## src/rtl/sync_deglitch_multi.sv

```systemverilog
// sync_deglitch_multi
//   Multi-channel input conditioner for asynchronous chip-boundary signals.
//   Each channel goes through an N-flop synchronizer, a debounce filter that
//   only accepts a new level after it has been seen for DEB_CYCLES consecutive
//   clocks, and a registered rise/fall pulse generator. Channels are fully
//   independent but share clk and n_rst.
//
// Parameters
//   WIDTH       number of channels (>=1)
//   STAGES      synchronizer depth (>=2)
//   DEB_CYCLES  consecutive differing cycles needed before filt_out follows (>=1)
//   RST_VAL     reset value of the sync chain and filt_out
//
// Ports
//   clk          in   system clock, rising edge
//   n_rst        in   synchronous active-low reset
//   async_in     in   [WIDTH] raw asynchronous inputs
//   sync_out     out  [WIDTH] synchronized, unfiltered level (last sync stage)
//   filt_out     out  [WIDTH] debounced level
//   rise_pulse   out  [WIDTH] one-cycle pulse when filt_out goes 0->1
//   fall_pulse   out  [WIDTH] one-cycle pulse when filt_out goes 1->0
//   evt          out  OR of all rise/fall pulses (combinational)
//   dbg_pending  out  [WIDTH] debounce FSM state per channel (1 = PENDING)

module sync_deglitch_multi #(
  parameter int               WIDTH      = 4,
  parameter int               STAGES     = 2,
  parameter int               DEB_CYCLES = 4,
  parameter logic [WIDTH-1:0] RST_VAL    = '0
) (
  input  logic             clk,
  input  logic             n_rst,
  input  logic [WIDTH-1:0] async_in,
  output logic [WIDTH-1:0] sync_out,
  output logic [WIDTH-1:0] filt_out,
  output logic [WIDTH-1:0] rise_pulse,
  output logic [WIDTH-1:0] fall_pulse,
  output logic             evt,
  output logic [WIDTH-1:0] dbg_pending
);

  localparam int            CW       = $clog2(DEB_CYCLES + 1);
  localparam logic [CW-1:0] CNT_LAST = CW'(DEB_CYCLES - 1);
  localparam logic [CW-1:0] CNT_ONE  = CW'(1);

  typedef enum logic {
    ST_STABLE  = 1'b0,
    ST_PENDING = 1'b1
  } state_t;

  // ---------------------------------------------------------------------------
  // Synchronizer chain: stage 0 captures the raw input, last stage is sync_out.
  // ---------------------------------------------------------------------------
  logic [WIDTH-1:0] r_sync [STAGES];

  always_ff @(posedge clk) begin
    if (!n_rst) begin
      for (int s = 0; s < STAGES; s++) begin
        r_sync[s] <= RST_VAL;
      end
    end else begin
      r_sync[0] <= async_in;
      for (int s = 1; s < STAGES; s++) begin
        r_sync[s] <= r_sync[s-1];
      end
    end
  end

  assign sync_out = r_sync[STAGES-1];

  // ---------------------------------------------------------------------------
  // Debounce FSM + edge pulses, one instance of state per channel.
  // ---------------------------------------------------------------------------
  state_t           r_state     [WIDTH];
  state_t           w_state_nxt [WIDTH];
  logic [CW-1:0]    r_cnt       [WIDTH];
  logic [CW-1:0]    w_cnt_nxt   [WIDTH];
  logic [WIDTH-1:0] r_filt;
  logic [WIDTH-1:0] w_filt_nxt;
  logic [WIDTH-1:0] r_rise;
  logic [WIDTH-1:0] w_rise_nxt;
  logic [WIDTH-1:0] r_fall;
  logic [WIDTH-1:0] w_fall_nxt;

  always_ff @(posedge clk) begin
    if (!n_rst) begin
      for (int i = 0; i < WIDTH; i++) begin
        r_state[i] <= ST_STABLE;
        r_cnt[i]   <= '0;
      end
      r_filt <= RST_VAL;
      r_rise <= '0;
      r_fall <= '0;
    end else begin
      for (int i = 0; i < WIDTH; i++) begin
        r_state[i] <= w_state_nxt[i];
        r_cnt[i]   <= w_cnt_nxt[i];
      end
      r_filt <= w_filt_nxt;
      r_rise <= w_rise_nxt;
      r_fall <= w_fall_nxt;
    end
  end

  always_comb begin
    w_filt_nxt = r_filt;
    w_rise_nxt = '0;
    w_fall_nxt = '0;
    for (int i = 0; i < WIDTH; i++) begin
      w_state_nxt[i] = r_state[i];
      w_cnt_nxt[i]   = r_cnt[i];

      case (r_state[i])
        ST_STABLE: begin
          w_cnt_nxt[i] = '0;
          if (sync_out[i] != r_filt[i]) begin
            if (DEB_CYCLES == 1) begin
              // A single differing cycle is enough: accept it right away.
              w_filt_nxt[i] = sync_out[i];
              w_rise_nxt[i] = sync_out[i];
              w_fall_nxt[i] = ~sync_out[i];
            end else begin
              w_state_nxt[i] = ST_PENDING;
              w_cnt_nxt[i]   = CNT_ONE;
            end
          end
        end

        ST_PENDING: begin
          if (sync_out[i] == r_filt[i]) begin
            // Input went back before the window filled: treat as a glitch.
            w_state_nxt[i] = ST_STABLE;
            w_cnt_nxt[i]   = '0;
          end else if (r_cnt[i] == CNT_LAST) begin
            // This edge is the DEB_CYCLES-th consecutive differing one.
            w_filt_nxt[i]  = sync_out[i];
            w_rise_nxt[i]  = sync_out[i];
            w_fall_nxt[i]  = ~sync_out[i];
            w_state_nxt[i] = ST_STABLE;
            w_cnt_nxt[i]   = '0;
          end else begin
            w_cnt_nxt[i] = r_cnt[i] + CNT_ONE;
          end
        end

        default: begin
          w_state_nxt[i] = ST_STABLE;
          w_cnt_nxt[i]   = '0;
        end
      endcase
    end
  end

  always_comb begin
    dbg_pending = '0;
    for (int i = 0; i < WIDTH; i++) begin
      dbg_pending[i] = (r_state[i] == ST_PENDING);
    end
  end

  assign filt_out   = r_filt;
  assign rise_pulse = r_rise;
  assign fall_pulse = r_fall;
  assign evt        = |(r_rise | r_fall);

endmodule

```

## config.mk

```make
export PLATFORM = sky130hd
export DESIGN_NAME = sync_deglitch_multi
export DESIGN_NICKNAME = d
export VERILOG_FILES = /design/src/rtl/sync_deglitch_multi.sv
export SDC_FILE = /design/constraint.sdc
export NUM_CORES = 1
export LEC_CHECK = 0
export CAP_MARGIN = 20
export CORE_ASPECT_RATIO = 1.5
export CORE_MARGIN = 2
export CORE_UTILIZATION = 54
export DETAILED_ROUTE_END_ITERATION = 10
export GPL_TIMING_DRIVEN = 1
export MAX_ROUTING_LAYER = met4
export PLACE_DENSITY_LB_ADDON = 0.08
export SKIP_LAST_GASP = 1
export SYNTH_ARGS = -nofsm -noshare
export SYNTH_HDL_FRONTEND = slang
export SYNTH_SLANG_ARGS = --single-unit
```

## constraint.sdc

```tcl
create_clock -name clk -period 2.5 [get_ports clk]
set_clock_uncertainty 0.15 [all_clocks]
set_input_delay 0.5 -clock clk [delete_from_list [all_inputs] [get_ports clk]]
set_output_delay 0.5 -clock clk [all_outputs]
set_load 0.1 [all_outputs]
```

Word-level counts from Yosys, hierarchy flattened

Memories as Yosys holds them, arrays and structs flattened.
Cells that the tools add are included.

Reductions and logical operators: 9
Add/sub/neg operators: 4
Multiplexer cells: 44
Bitwise gates (word level): 28
Eq/ne operators: 12

Operators by type and width:

| operator                                      | number |
|---|---|
| two-way mux 3 bit                             | 12 |
| case mux 3 bit (2 select lines)               | 4 |
| two-way mux 1 bit                             | 22 |
| OR reduction 4 bit                            | 5 |
| inverter 1 bit                                | 17 |
| adder 3 x 1 -> 3 bit, second input constant   | 4 |
| == test 3 x 2 -> 1 bit, second input constant | 4 |
| AND reduction 3 bit                           | 4 |
| bitwise OR 1 bit                              | 10 |
| two-way mux 4 bit                             | 2 |
| case mux 1 bit (2 select lines)               | 4 |
| == test 1 bit                                 | 4 |
| != test 1 bit                                 | 4 |
| bitwise OR 4 bit                              | 1 |

Output and inout port bits: 21
Register bits: 12
Bits of input ports: 6
Memories: 3
Logic and storage cells: 112
Bits in writable memories: 24

Memory list:

| memory  | depth | width | rd ports | clocked after memory_dff | write ports | RTL line | source |
|---|---|---|---|---|---|---|---|
| r_cnt   | 4     | 3     | 4        | 0                        | 4           | 76       | `logic [CW-1:0] r_cnt [WIDTH];` |
| r_sync  | 2     | 4     | 2        | 0                        | 2           | 54       | `logic [WIDTH-1:0] r_sync [STAGES];` |
| r_state | 4     | 1     | 4        | 0                        | 4           | 74       | `state_t r_state [WIDTH];` |

Depth between registers and ports, before layout

An unclocked memory read counts as a cell.

Depth after elaboration: 6
Depth in mapped cells: 4
Gate-level depth less buffers: 4

Worst setup path after synthesis

No wires, ideal clock.

Kind: register to output
Start point: register r_fall[0], in the netlist fall_pulse[0]
End point: output port evt
Path slack: 78 ps
Required time: 1850 ps
Arrival: 1772 ps
Path buffers: 0
Stages on the path, launching flop included: 3
Cells stage by stage: dfxtp_1 > nor4_1 > nand2_1

Longest elaborated chain between the ends: 2

Ends and longest elaborated chain:

| element                | RTL line | source |
|---|---|---|
| from (decl)            | 82       | `logic [WIDTH-1:0] r_fall;` |
| from (signal assigned) | 101      | `r_fall <= w_fall_nxt;` |
| bitwise OR 4 bit       | 164      | `assign evt = \|(r_rise \| r_fall);` |
| OR reduction 4 bit     | 164      |  |
| to (decl)              | 38       | `output logic evt,` |

No other way between the ends.

Worst setup path after layout

Same ends and word-level chain as after synthesis.

==> impl_metrics.ini <==
[clock_network]
cts_hold_buffers = 0
ctsHtreeMaxLevel = 2
cts.sinks = 36
cts-root-buf = clkbuf_4
clk_pin_slew_ns = 0.10
cts_setup_buffers = 0
cts_buffers = 5
insertion_delay_ns = 0.34
cts-resized-gates = 0
cts_tree = built
clockBufferDepth = 2

[power_and_ir_drop]
power_switching_mw = 0.241
p_total_mw = 0.979
vdd_ir_drop_max_uv = 416
combPwrFrac_pct = 7.0
clkPwrFrac_pct = 32.5
p_int_mw = 0.738
p_leak_nw = 0.664
power_density_nw_per_um2 = 597
p_seq_share_pct = 60.4
netSwitchingFraction_pct = 24.6

[placement]
dp_slack_ns = 0.607
place_hpwl_mm = 1.72
io_buffers = 26
place_congestion = 0.744
place_area_um2 = 1580

[timing]
setup_tns_ns = 0
slew_violations = 0
finalCritPeriodShare_pct = 81.3
period_needed_ns = 2.03
fmax_mhz = 492
hold-worst-slack_ns = 0.289
rsz0062_at_grt = no
hold_viol_final = 0
finalWorstSetupSlack_ns = 0.468
final-setup-viol-count = 0
tightest_slew_ns = 0.431
relSlewSlack_pct = 71.0

[synthesis]
synth-seq-area-share_pct = 50.7
syn_inst = 128
synth_area_um2 = 1420
yosysWarnings = 0
syn-num-nets = 143
synth.distinct_cells = 24
ys_ff_latch = 36
avgSynthCellArea_um2 = 11.1

[final_layout]
fill_cells = 209
n_antenna_cell = 0
nets = 166
layout-drive-gt1-share_pct = 27.0
fin_area_um2 = 1640
syn_to_final_growth_pct = 15.5

[floorplanning]
die_w_um = 45.9
die_height_um = 66.8
start_util_pct = 57.3
coreArea_um2 = 2480
ios = 27
die_area_um2 = 3060
num_rows = 22

[status]
status = finished, final reports clean

[drt]
ant_nets = 0
viasPerCell = 5.40
detail_route.iter0.violations = 14
drc = 0
dr.pass1.iters = 3
wirelength_mm = 2.29
wl_per_cell_um = 13.0
via_count = 950

[setup_path]
crit_arrival_ns = 1.38
cp_data_required_time_ns = 1.85
r2r_cells = 4
crit_start = fall_pulse[0]
r2r-start = r_cnt[1][0]
critPathCaptureType = output pin
critPathKind = reg -> out
path_max_fanout = 2
start_kind = flip-flop

[global_routing]
grt_max_degree = 19
grt_pass1_vias = 903
gr-total-overflow = 0
track_usage_pct = 18.3
antenna_found_initial = 0
grt_pass1_wl_mm = 3.95

[worst_hold_path]
hold_depth = 1
min_from = r_sync[0][2]
min_path_type = reg -> reg

[job]
maxCapViolCount = 0
## cells in the mapped netlist (all sizes together)
cell	instances	area [µm²]
nor4b	4	60.1
nand3	8	40.0
dfxtp	36	721
a21bo	4	40.0
inv	5	18.8
nand2	7	26.3
and4	2	17.5
nor3b	8	60.1
a211oi	2	15.0
and2	8	50.1
buf	10	82.6
ha	9	113
a21oi	4	20.0
nor3	2	10.0
o21a	2	15.0
nor4	6	50.0
and3	2	12.5
nand2b	2	12.5
clkbuf	1	3.75
xor2	2	17.5
xnor2	4	35.0
## cells in the final DEF, fill, tap and decap left out, types with 4 or more instances in the layout
cell type / count
a21bo_2: 4
a21oi_1: 4
and2_1: 8
buf_4: 22
clkbuf_4: 5
clkdlybuf4s50_1: 5
dfxtp_1: 36
ha_1: 9
inv_1: 4
nand2_1: 7
nand3_1: 8
nor3b_1: 8
nor4_1: 4
nor4b_2: 4
xnor2_1: 4
## registers in the layout, summed over array words and instances (netlist names)
register / count
fall_pulse: 4
rise_pulse: 4
r_cnt: 12
r_state: 4
filt_out: 4
r_sync: 8
## cell type report
type / count / area, µm² / area share [%]
clock buffers: 6 / 51.3 / 3.13
clock inverters: 2 / 10.0 / 0.610
inverters: 5 / 18.8 / 1.14
multi-input cells: 76 / 594 / 36.2
flip-flops and latches: 36 / 721 / 43.9
well taps: 24 / 30.0 / 1.83
repair buffers: 27 / 215 / 13.1
## final timing paths
check	to	slack (ns)
max	evt	0.47
min	r_sync[0][6]	0.29
max reg2reg	r_cnt[1][1]	1.05
min reg2reg	r_sync[0][6]	0.29
## metal layers
layer / global-route usage, % / wire, µm
met4: 10.7 / 55
met3: 4.34 / 105
met1: 20.7 / 953
met2: 28.6 / 1180
met5: - / 0
## power by group through the flow
stage / Sequential, mW / Clock, mW / Combinational [mW]
after floorplan: 0.603 / 0 / 0.0602
after global placement: 0.605 / 0 / 0.0685
after detailed placement: 0.605 / 0 / 0.0696
after CTS: 0.592 / 0.329 / 0.0698
after global routing: 0.594 / 0.354 / 0.0733
final: 0.592 / 0.318 / 0.0689
## cell families after synthesis
| logic type | Yosys count | share of synthesized area, % |
|---|---|---|
| AOI/OAI and AO/OA | 12 | 6.34 |
| xor gates and xnor gates | 6 | 3.70 |
| adders and majority gates | 9 | 7.93 |
| buffers and inverters | 16 | 7.40 |
| DFF | 36 | 50.7 |
| and+or+nand+nor | 49 | 23.9 |
## worst max-delay path, cell delays in order (launching register included)
cell,delay (ns)
dfxtp_1,0.33
nor4_1,0.39
nand2_1,0.09
buf_4,0.24
## metrics by stage
stage,cells,utilization [%]
finish,176,66.2
global route,176,66.2
CTS,176,66.2
detailed placement,168,63.7
global placement,168,63.7
floorplan,128,-
(Power assumes the default switching activity.)
